<file path="src/rtl/dsp_add_reg_if.sv">
// dsp_add_reg_if
// Operand/result bundle between a producer and one dsp_add_reg instance.
// Ports (as seen from the master / producer side):
//   en        out  clock enable for every pipeline stage; low = full stall
//   valid_in  out  a/b carry a valid operand pair this cycle
//   a, b      out  two's complement addends, width bits
//   valid_out in   y holds a valid sum
//   y         in   registered (a + b) mod 2^width
interface dsp_add_reg_if #(
  parameter int width = 48
);
  logic             en;
  logic             valid_in;
  logic [width-1:0] a;
  logic [width-1:0] b;
  logic             valid_out;
  logic [width-1:0] y;

  modport master (
    output en,
    output valid_in,
    output a,
    output b,
    input  valid_out,
    input  y
  );

  modport slave (
    input  en,
    input  valid_in,
    input  a,
    input  b,
    output valid_out,
    output y
  );
endinterface

</file>
<file path="src/rtl/dsp_add_reg.sv">
// dsp_add_reg
// Pipelined two-operand adder built around one DSP48E2-style slice:
// y = (a + b) mod 2^width, two enabled cycles of latency, one pair per
// enabled cycle. The slice datapath is written out behaviourally with the
// same register placement as the hard primitive (A2/B2/C input registers,
// P output register) so it maps onto a single DSP slice.
// Ports:
//   clock  in   single clock for all state
//   reset  in   synchronous, active-high; clears every pipeline stage and
//               wins over bus.en
//   bus    slave modport of dsp_add_reg_if (en, valid_in, a, b in;
//               valid_out, y out)
module dsp_add_reg #(
  parameter int width = 48
) (
  input logic          clock,
  input logic          reset,
  dsp_add_reg_if.slave bus
);

  // Static slice configuration; the control inputs never change, so the
  // slice control registers are bypassed.
  localparam logic [3:0] ALUMODE    = 4'b0000;       // Z + W + X + Y + CIN
  localparam logic [8:0] OPMODE     = 9'b000110011;  // X=A:B, Y=0, Z=C, W=0
  localparam logic [2:0] CARRYINSEL = 3'b000;        // CIN from CARRYIN pin
  localparam logic       CARRYIN    = 1'b0;

  // Width legality is checked at elaboration.
  if (width < 1 || width > 48) begin : g_width_check
    $error("dsp_add_reg: width %0d outside legal range 1..48", width);
  end

  // ---------------------------------------------------------------------
  // Operand mapping onto slice pins
  // ---------------------------------------------------------------------
  logic [47:0] a_ext;
  logic [47:0] b_ext;
  logic [29:0] a_port;   // slice A input
  logic [17:0] b_port;   // slice B input
  logic [47:0] c_port;   // slice C input

  // Sign extension keeps bits above width consistent with the operand sign,
  // so the modulo-2^width result in P[width-1:0] is never disturbed.
  if (width >= 48) begin : g_no_ext
    assign a_ext = bus.a[47:0];
    assign b_ext = bus.b[47:0];
  end else begin : g_sign_ext
    assign a_ext = {{(48 - width){bus.a[width-1]}}, bus.a};
    assign b_ext = {{(48 - width){bus.b[width-1]}}, bus.b};
  end

  // a is split across the 30-bit A and 18-bit B pins so A:B re-forms it.
  assign a_port = a_ext[47:18];
  assign b_port = a_ext[17:0];
  assign c_port = b_ext;

  // Clock enables that are in use; A1/B1, M, AD, D and control CEs are tied
  // off because those registers are not part of this configuration.
  logic cea2;
  logic ceb2;
  logic cec;
  logic cep;

  assign cea2 = bus.en;
  assign ceb2 = bus.en;
  assign cec  = bus.en;
  assign cep  = bus.en;

  // ---------------------------------------------------------------------
  // Pipeline state
  // ---------------------------------------------------------------------
  logic [29:0] a2_q, a2_d;
  logic [17:0] b2_q, b2_d;
  logic [47:0] c_q, c_d;
  logic [47:0] p_q, p_d;
  logic        v1_q, v1_d;
  logic        valid_out_q, valid_out_d;

  // Input register stage: A2, B2 and C capture together under en.
  always_comb begin
    a2_d = a2_q;
    b2_d = b2_q;
    c_d  = c_q;
    if (reset) begin
      a2_d = 30'd0;
      b2_d = 18'd0;
      c_d  = 48'd0;
    end else begin
      if (cea2) begin
        a2_d = a_port;
      end else begin
        a2_d = a2_q;
      end
      if (ceb2) begin
        b2_d = b_port;
      end else begin
        b2_d = b2_q;
      end
      if (cec) begin
        c_d = c_port;
      end else begin
        c_d = c_q;
      end
    end
  end

  // ---------------------------------------------------------------------
  // Slice ALU input multiplexers
  // ---------------------------------------------------------------------
  logic [47:0] x_mux;
  logic [47:0] y_mux;
  logic [47:0] z_mux;
  logic [47:0] w_mux;
  logic        cin;

  // X/Y/Z/W selection from OPMODE; multiplier, PCIN and rounding sources do
  // not exist in this configuration and read as zero.
  always_comb begin
    x_mux = 48'd0;
    y_mux = 48'd0;
    z_mux = 48'd0;
    w_mux = 48'd0;

    case (OPMODE[1:0])
      2'b00:   x_mux = 48'd0;
      2'b01:   x_mux = 48'd0;            // M, multiplier unused
      2'b10:   x_mux = p_q;
      2'b11:   x_mux = {a2_q, b2_q};
      default: x_mux = 48'd0;
    endcase

    case (OPMODE[3:2])
      2'b00:   y_mux = 48'd0;
      2'b01:   y_mux = 48'd0;            // M, multiplier unused
      2'b10:   y_mux = 48'hFFFF_FFFF_FFFF;
      2'b11:   y_mux = c_q;
      default: y_mux = 48'd0;
    endcase

    case (OPMODE[6:4])
      3'b000:  z_mux = 48'd0;
      3'b001:  z_mux = 48'd0;            // PCIN, no cascade input
      3'b010:  z_mux = p_q;
      3'b011:  z_mux = c_q;
      3'b100:  z_mux = p_q;
      3'b101:  z_mux = 48'd0;            // PCIN >> 17, no cascade input
      3'b110:  z_mux = {{17{p_q[47]}}, p_q[47:17]};
      default: z_mux = 48'd0;
    endcase

    case (OPMODE[8:7])
      2'b00:   w_mux = 48'd0;
      2'b01:   w_mux = p_q;
      2'b10:   w_mux = 48'd0;            // RND, rounding constant is zero
      2'b11:   w_mux = c_q;
      default: w_mux = 48'd0;
    endcase
  end

  // Carry-in source selection.
  always_comb begin
    case (CARRYINSEL)
      3'b000:  cin = CARRYIN;
      default: cin = 1'b0;
    endcase
  end

  // ---------------------------------------------------------------------
  // Slice ALU
  // ---------------------------------------------------------------------
  logic [47:0] wxy_sum;
  logic [47:0] alu_out;

  // ALUMODE arithmetic; carries out of bit 47 are dropped, which is the
  // silent wrap the adder relies on.
  always_comb begin
    wxy_sum = w_mux + x_mux + y_mux + {47'd0, cin};
    case (ALUMODE)
      4'b0000: alu_out = z_mux + wxy_sum;
      4'b0001: alu_out = ~z_mux + wxy_sum;
      4'b0010: alu_out = ~(z_mux + wxy_sum);
      4'b0011: alu_out = z_mux - wxy_sum;
      default: alu_out = z_mux + wxy_sum;
    endcase
  end

  // P register and the fabric valid shift register advance together.
  always_comb begin
    p_d         = p_q;
    v1_d        = v1_q;
    valid_out_d = valid_out_q;
    if (reset) begin
      p_d         = 48'd0;
      v1_d        = 1'b0;
      valid_out_d = 1'b0;
    end else begin
      if (cep) begin
        p_d = alu_out;
      end else begin
        p_d = p_q;
      end
      if (bus.en) begin
        v1_d        = bus.valid_in;
        valid_out_d = v1_q;
      end else begin
        v1_d        = v1_q;
        valid_out_d = valid_out_q;
      end
    end
  end

  // State registers; reset and enable are already folded into the _d terms.
  always_ff @(posedge clock) begin
    a2_q        <= a2_d;
    b2_q        <= b2_d;
    c_q         <= c_d;
    p_q         <= p_d;
    v1_q        <= v1_d;
    valid_out_q <= valid_out_d;
  end

  assign bus.y         = p_q[width-1:0];
  assign bus.valid_out = valid_out_q;

endmodule

</file>
<file path="src/flat_wrapper.sv">
// flat-port wrapper written by rule: the top's interface ports become plain ports
module dsp_add_reg_flat 
#(
  parameter int width = 48
)
  (clock, reset, bus_en, bus_valid_in, bus_a, bus_b, bus_valid_out, bus_y);
  dsp_add_reg_if #(.width(width)) bus_i ();
  input logic clock;
  input logic reset;
  input wire logic [$bits(bus_i.en)-1:0] bus_en;
  input wire logic [$bits(bus_i.valid_in)-1:0] bus_valid_in;
  input wire logic [$bits(bus_i.a)-1:0] bus_a;
  input wire logic [$bits(bus_i.b)-1:0] bus_b;
  output wire logic [$bits(bus_i.valid_out)-1:0] bus_valid_out;
  output wire logic [$bits(bus_i.y)-1:0] bus_y;
  assign bus_i.en = bus_en;
  assign bus_i.valid_in = bus_valid_in;
  assign bus_i.a = bus_a;
  assign bus_i.b = bus_b;
  assign bus_valid_out = bus_i.valid_out;
  assign bus_y = bus_i.y;
  dsp_add_reg #(.width(width)) u_core (.clock(clock), .reset(reset), .bus(bus_i));
endmodule
</file>
<file path="config.mk">
export PLATFORM = sky130hd
export DESIGN_NAME = dsp_add_reg_flat
export DESIGN_NICKNAME = d
export VERILOG_FILES = /design/src/rtl/dsp_add_reg_if.sv /design/src/rtl/dsp_add_reg.sv /design/src/flat_wrapper.sv
export SDC_FILE = /design/constraint.sdc
export NUM_CORES = 1
export LEC_CHECK = 0
export CORE_ASPECT_RATIO = 1.1
export CORE_MARGIN = 2
export CORE_UTILIZATION = 48
export DETAILED_ROUTE_END_ITERATION = 7
export GPL_TIMING_DRIVEN = 0
export PLACE_DENSITY = 0.83
export SLEW_MARGIN = 40
export SYNTH_ARGS = -nofsm -noshare
export SYNTH_HDL_FRONTEND = slang
export SYNTH_SLANG_ARGS = --single-unit
</file>
<file path="constraint.sdc">
create_clock -name clock -period 2.5 [get_ports clock]
set_input_delay 0.375 -clock clock [delete_from_list [all_inputs] [get_ports clock]]
set_output_delay 0.375 -clock clock [all_outputs]
set_load 0.02 [all_outputs]
</file>
==> flow_summary.ini <==
[status]
outcome = complete, but fails checks
violations = negative setup slack

[floorplanning]
fp.dieArea_um2 = 17500
start_util = 0.487
io_pins = 149
core_um2 = 16200
core.rowCount = 49
die_x_um = 126
die_h_um = 139

[synth]
syn-cell-area_um2 = 7910
yosysSeqAreaShare = 0.369
syn_area_per_cell_um2 = 8.77
yosysTopAreaCellShare = 0.369
synth_edf_count = 0
synth-seq-cells = 146
syn_nets = 1050
async_flop_share = 0
syn_inst = 902
yosysWarnings = 0
synth_area_leaders = dfxtp_1 37%, mux2i_1 15%, ha_1 7.4%
synth_top_cell_by_area = dfxtp_1
synth.distinct_cells = 63
yosys_most_used_dff = dfxtp_1

[global_routing]
grt_pass1_wl_um = 38200
grt_pass1_vias = 7593
overflow = 0
track_usage = 0.270
grt_antenna_before_repair = 0
grt_max_degree = 17

[sta]
slew_headroom = 0.431
setup_tns_ps = -1380
setup_violations = 14
drv_slew = 0
max_freq_mhz = 365
period_share = 1.10
hold_viol = 0
fin_crit_ps = 2740
setup_slack_ps = -241
clock_skew_ps = 15.4
rsz0062_at_grt = true
worst_slew_pin_slew_ps = 853

[hold_path]
min-delay-start = u_core.bus.y[34]
hp-class = flop to flop

[critical_path]
startpoint = u_core.b2_q[0]
worstPathMaxFanout = 4
r2r-start = u_core.b2_q[0]
cp-start-kind = flop
crit_type = flop to flop
arrival_ps = 3060
end_kind = flop
cp.required_ps = 2820

[clock_network]
h-tree-depth = 4
clockBufferDepth = 2
cts-root-buf = clkbuf_16
numCtsBuffers = 17
clock_latency_ps = 440
cts_tree = built
clk_pin_slew_ps = 60
cts_sinks = 146

[place]
place.gp.congestion = 0.930
dp_hpwl_um = 16200
dp_cells = 1253
portBuffers = 147

[final_layout]
antenna_cells = 0
area_growth_pct = 43.8
fin_util = 0.700
fin_nets = 1257
final_layout_size_suffix_gt1_frac = 0.176
finalNonFillerCells = 1326

[drt]
wl_um = 25000
ant_nets = 0
wl_per_cell_um = 18.8
routed-via-count = 7745
drc_errors = 0
viasPerCell = 5.84
first_iter_violations = 700
firstDrtPassIters = 6

[pwr]
leakagePower_nw = 4.85
power_density_nw_per_um2 = 593
ir_worst_vdd_mv = 0.521
total_power_mw = 6.75

[run]
cap_violations = 0
metrics by stage:
stage	setup slack, ps	hold WS, ps	area (um^2)
2_1_floorplan	-63.6	460	7940
3_3_place_gp	-449	449	9670
3_5_place_dp	-480	458	9670
4_1_cts	-161	449	11000
5_1_grt	-292	475	11400
6_report	-241	466	11400
what timing repair did:
action                                  CTS  global route
hold buffers                              0             0
resized for setup                        90            75
endpoints found under the hold margin     0             0
buffers inserted                         36            10
endpoints found under the setup margin   25            49
pin swaps                                47            45
power by group:
group          leakage [nW]  internal, mW  switching, mW
clock                 0.299          1.75          0.996
sequential             1.21          2.48          0.123
combinational          3.33         0.685          0.719
layout make-up:
class | instances | area (um^2)
clock inverters | 9 | 153
inverters | 16 | 60.1
flip-flops and latches | 146 | 2960
repair buffers | 193 | 1850
well taps | 204 | 255
clock buffers | 23 | 478
multi-input cells | 689 | 5410
plain buffers | 46 | 221
fillers | 1152 | 4870
placed cells by master (no fill, tap or decap), drive strengths merged, types with 13 or more instances in the layout:
cell             n
mux2i          120
ha              47
nand2           61
dfxtp          146
nor3            16
o21ai           38
clkdlybuf4s50  147
nor2           151
xnor2           20
a21o            26
inv             15
clkbuf          50
a21oi           70
buf             65
nand4           13
layer usage:
metal / vias to the layer above / global-route usage / routed length [um]
li1: 3656 / - / -
met1: 3620 / 0.325 / 10300
met2: 368 / 0.462 / 12100
met3: 101 / 0.0536 / 1570
met4: 0 / 0.127 / 1050
met5: - / 0 / 0
sequential cells by signal (all words and copies together), names as in the netlist:
| signal | count |
|---|---|
| u_core.a2_q | 30 |
| u_core.bus.y | 48 |
| u_core.b2_q | 18 |
| u_core.v1_q | 1 |
| u_core.bus.valid_out | 1 |
| u_core.c_q | 48 |
path summary, 6_finish.rpt:
kind                      endpoint  slack (ps)  depth (start not counted)
setup reg to reg  u_core.bus.y[40]        -240                         12
hold reg to reg   u_core.bus.y[34]         470                          2
setup / recovery  u_core.bus.y[40]        -240                         12
hold / removal    u_core.bus.y[34]         470                          2
cell families (layout without fill, tap and decap cells):
kind of cell / Yosys count / in the layout / synth area share
AOI/OAI and AO/OA: 208 / 208 / 0.178
muxes: 120 / 120 / 0.152
buffers and inverters: 67 / 287 / 0.0334
DFF: 146 / 146 / 0.369
xor gates and xnor gates: 31 / 31 / 0.0343
adders and majority gates: 48 / 48 / 0.0769
and+or+nand+nor: 282 / 282 / 0.156
worst max-delay path: stages (launching register included):
cell       delay, ps
dfxtp_2          340
ha_4             160
fa_2             340
a21o_1           200
a221oi_4         230
buf_6            160
nor3_4            50
o211ai_1         200
buf_4            180
a311oi_4         130
o21ai_2          200
a2111oi_2         90
a311o_1          330
cell usage after synthesis (9+ instances only):
master	number
inv_1	15
o21bai_1	9
o21ai_0	31
nor3_1	14
buf_2	10
dfxtp_1	146
a21o_1	26
nand4_1	13
mux2i_1	120
nand2_1	61
buf_1	10
xor2_1	11
nor2_1	151
xnor2_1	20
a211oi_1	10
ha_1	47
a21oi_1	69
nand3_1	10
clkbuf_1	31
Power figures use the tool's default switching activity.
==> variant, RTL diff (same flow settings) <==
`width` is set to 48 in 3 places; all go to 44.
--- a/src/rtl/dsp_add_reg_if.sv
+++ b/src/rtl/dsp_add_reg_if.sv
@@ -7,7 +7,7 @@
 //   valid_out in   y holds a valid sum
 //   y         in   registered (a + b) mod 2^width
 interface dsp_add_reg_if #(
-  parameter int width = 48
+  parameter int width = 44
 );
   logic             en;
   logic             valid_in;
--- a/src/rtl/dsp_add_reg.sv
+++ b/src/rtl/dsp_add_reg.sv
@@ -11,7 +11,7 @@
 //   bus    slave modport of dsp_add_reg_if (en, valid_in, a, b in;
 //               valid_out, y out)
 module dsp_add_reg #(
-  parameter int width = 48
+  parameter int width = 44
 ) (
   input logic          clock,
   input logic          reset,
--- a/src/flat_wrapper.sv
+++ b/src/flat_wrapper.sv
@@ -1,7 +1,7 @@
 // flat-port wrapper written by rule: the top's interface ports become plain ports
 module dsp_add_reg_flat 
 #(
-  parameter int width = 48
+  parameter int width = 44
 )
   (clock, reset, bus_en, bus_valid_in, bus_a, bus_b, bus_valid_out, bus_y);
   dsp_add_reg_if #(.width(width)) bus_i ();
Ports: changed (resized bus_a, bus_b and bus_y); port bits go from 149 to 137. The function was not compared with the original's and may differ.
==> variant against the original RTL <==
Global-route usage fell by 1.2 points. Die area fell by 11%. Count of clock-buffer cells in the layout fell by 1. Sequential cell count fell by 12. Largest power group unchanged. Final area fell by 14%. Routed wire length fell by 18%. Critical path type unchanged. Worst setup slack improved by 0.13 ns. Core utilization fell by 2.1 points. Synthesized area fell by 11%. Non-clock buffer count fell by 58. Power fell by 11%. The flow still finishes with violations (negative setup slack). Cell count fell by 13%.
==> variant: results (changes against the original RTL) <==
Outcome
The run finished, with violations left. The checks that failed: negative setup slack.

Route
The amount of wire on met2 after detailed routing is 9980 um (-18%). The routed length on met3 is 1520 um (-3.1%). The via density per instance is 5.78 (-1.0%). The routed wire length per instance is 17.9 um (-5.1%). The first-pass iteration count of the detailed router was 7 (+1).

The routed metal-1 wirelength is 8290 um (-19%). The DRC marker count from the first detailed-route iteration is 429 (-39%).

Cells and area
The final standard cell count with taps included and fillers excluded is 1149 (-13%). The share of cells above drive strength 1 is 14.8% (-2.8 points).

GRT
The via count of the first global-routing pass is 6676 (-12%). The total track usage is 25.9% (-1.2 points). The first-pass GRT wire length is 31900 um (-16%).

Critical path
The data arrival time of the critical path is 2.96 ns (-0.10 ns). The maximum fanout encountered on the critical timing path was 3 (-1). The longest individual stage delay on the worst path is 0.53 ns (+0.19 ns).

The length in cells of the worst reg-to-reg path is 10 (-2). The worst-path cell with the longest stage delay is sky130_fd_sc_hd__or4b_1.

Timing
The post-route clock skew was 0.00918 ns (-0.00624 ns). The transition time at the pin with the least slew margin came to 0.885 ns (+0.0321 ns). The final number of setup-violating endpoints is 9 (-5). The worst setup margin was -0.115 ns (+0.126 ns).

Synth
The sequential area share after synthesis is 38.1% (+1.2 points). Sorting the synthesized cells by how often they occur yields sky130_fd_sc_hd__nor2_1, sky130_fd_sc_hd__dfxtp_1, sky130_fd_sc_hd__mux2i_1, sky130_fd_sc_hd__a21oi_1, sky130_fd_sc_hd__ha_1. The synthesized net count came to 922 (-12%).

The synthesized instance count is 786 (-13%). The count of unique library cells instantiated by Yosys came to 59 (-6.3%).

Placed design
The total of buffers placed on input and output ports came to 135 (-8.2%). The worst slack after detailed placement is -0.290 ns (+0.190 ns). The final estimated routing congestion in global placement was 0.927 (-0.31%).

Power and ir drop
The static leakage power came to 4.16 nW (-14%). The peak supply drop is 0.000494 V (-5.2%). The net load switching power came to 0.00161 W (-13%).
==> variant: cell types whose count changed after synthesis, sizes merged, moves of 7 or more <==
cell,change
nand2,-26
a21oi,-17
dfxtp,-12
mux2i,-12
o21ai,-11
nor3,-9
inv,-8
nand3b,-7
nor2,-7
==> variant: stage by stage <==
| step | TNS [ns] | area, um2 |
|---|---|---|
| after floorplan | 0 | 7040 |
| after global placement | -1.85 | 8630 |
| after detailed placement | -2.20 | 8630 |
| after CTS | -0.0822 | 9530 |
| after global routing | -1.53 | 9780 |
| final | -0.458 | 9780 |
==> variant: cell families (layout without fill, tap and decap cells) <==
group                      count (synthesis)  after routing  synth area share (%)
muxes                                    108            108                  15.4
and+or+nand+nor                          246            246                  15.7
buffers and inverters                     49            220                  2.74
adders and majority gates                 44             44                  7.92
DFF                                      134            134                  38.1
xor gates and xnor gates                  24             24                  2.99
AOI/OAI and AO/OA                        181            181                  17.2
==> variant: worst min-delay path, cell delays in order (launching register included) <==
cell	delay [ns]
sky130_fd_sc_hd__dfxtp_1	0.31
sky130_fd_sc_hd__nand2_1	0.06
sky130_fd_sc_hd__a21oi_1	0.05
==> variant: per-layer routing <==
metal  global-route usage, %  vias up
met5                       0        -
met4                    12.8        0
met3                    6.42       65
met2                    44.6      283
li1                        -     3169
met1                    30.2     3127
==> variant: cell type report <==
cell class | instances | area (um2)
timing repair buffer | 149 | 1460
clock inverter | 9 | 100
multi-input combinational | 603 | 4640
buffer | 32 | 121
tap | 192 | 240
inverter | 8 | 30.0
clock buffer | 22 | 484
sequential | 134 | 2700
fill | 1118 | 4610
==> variant: worst paths after layout <==
check | slack (ns) | start | to
worst max register to register | -0.11 | u_core.c_q[0] | u_core.p_q[40]
worst min-delay path | 0.46 | u_core.p_q[39] | u_core.p_q[39]
worst min register to register | 0.46 | u_core.p_q[39] | u_core.p_q[39]
worst max-delay path | -0.11 | u_core.c_q[0] | u_core.p_q[40]
==> variant: power by group through the flow <==
| stage | Clock [W] | Sequential [W] | Combinational [W] |
|---|---|---|---|
| floorplan | 0 | 0.00244 | 0.000564 |
| global placement | 0 | 0.00240 | 0.00100 |
| detailed placement | 0 | 0.00241 | 0.00102 |
| CTS | 0.00249 | 0.00237 | 0.00107 |
| global route | 0.00261 | 0.00239 | 0.00121 |
| finish | 0.00248 | 0.00238 | 0.00113 |
==> variant: repair_timing <==
| action | 4_1_cts | 5_1_grt |
|---|---|---|
| setup endpoints to repair | 18 | 21 |
| buffers inserted | 12 | 2 |
| resized for setup | 52 | 64 |
| pin swaps | 27 | 28 |
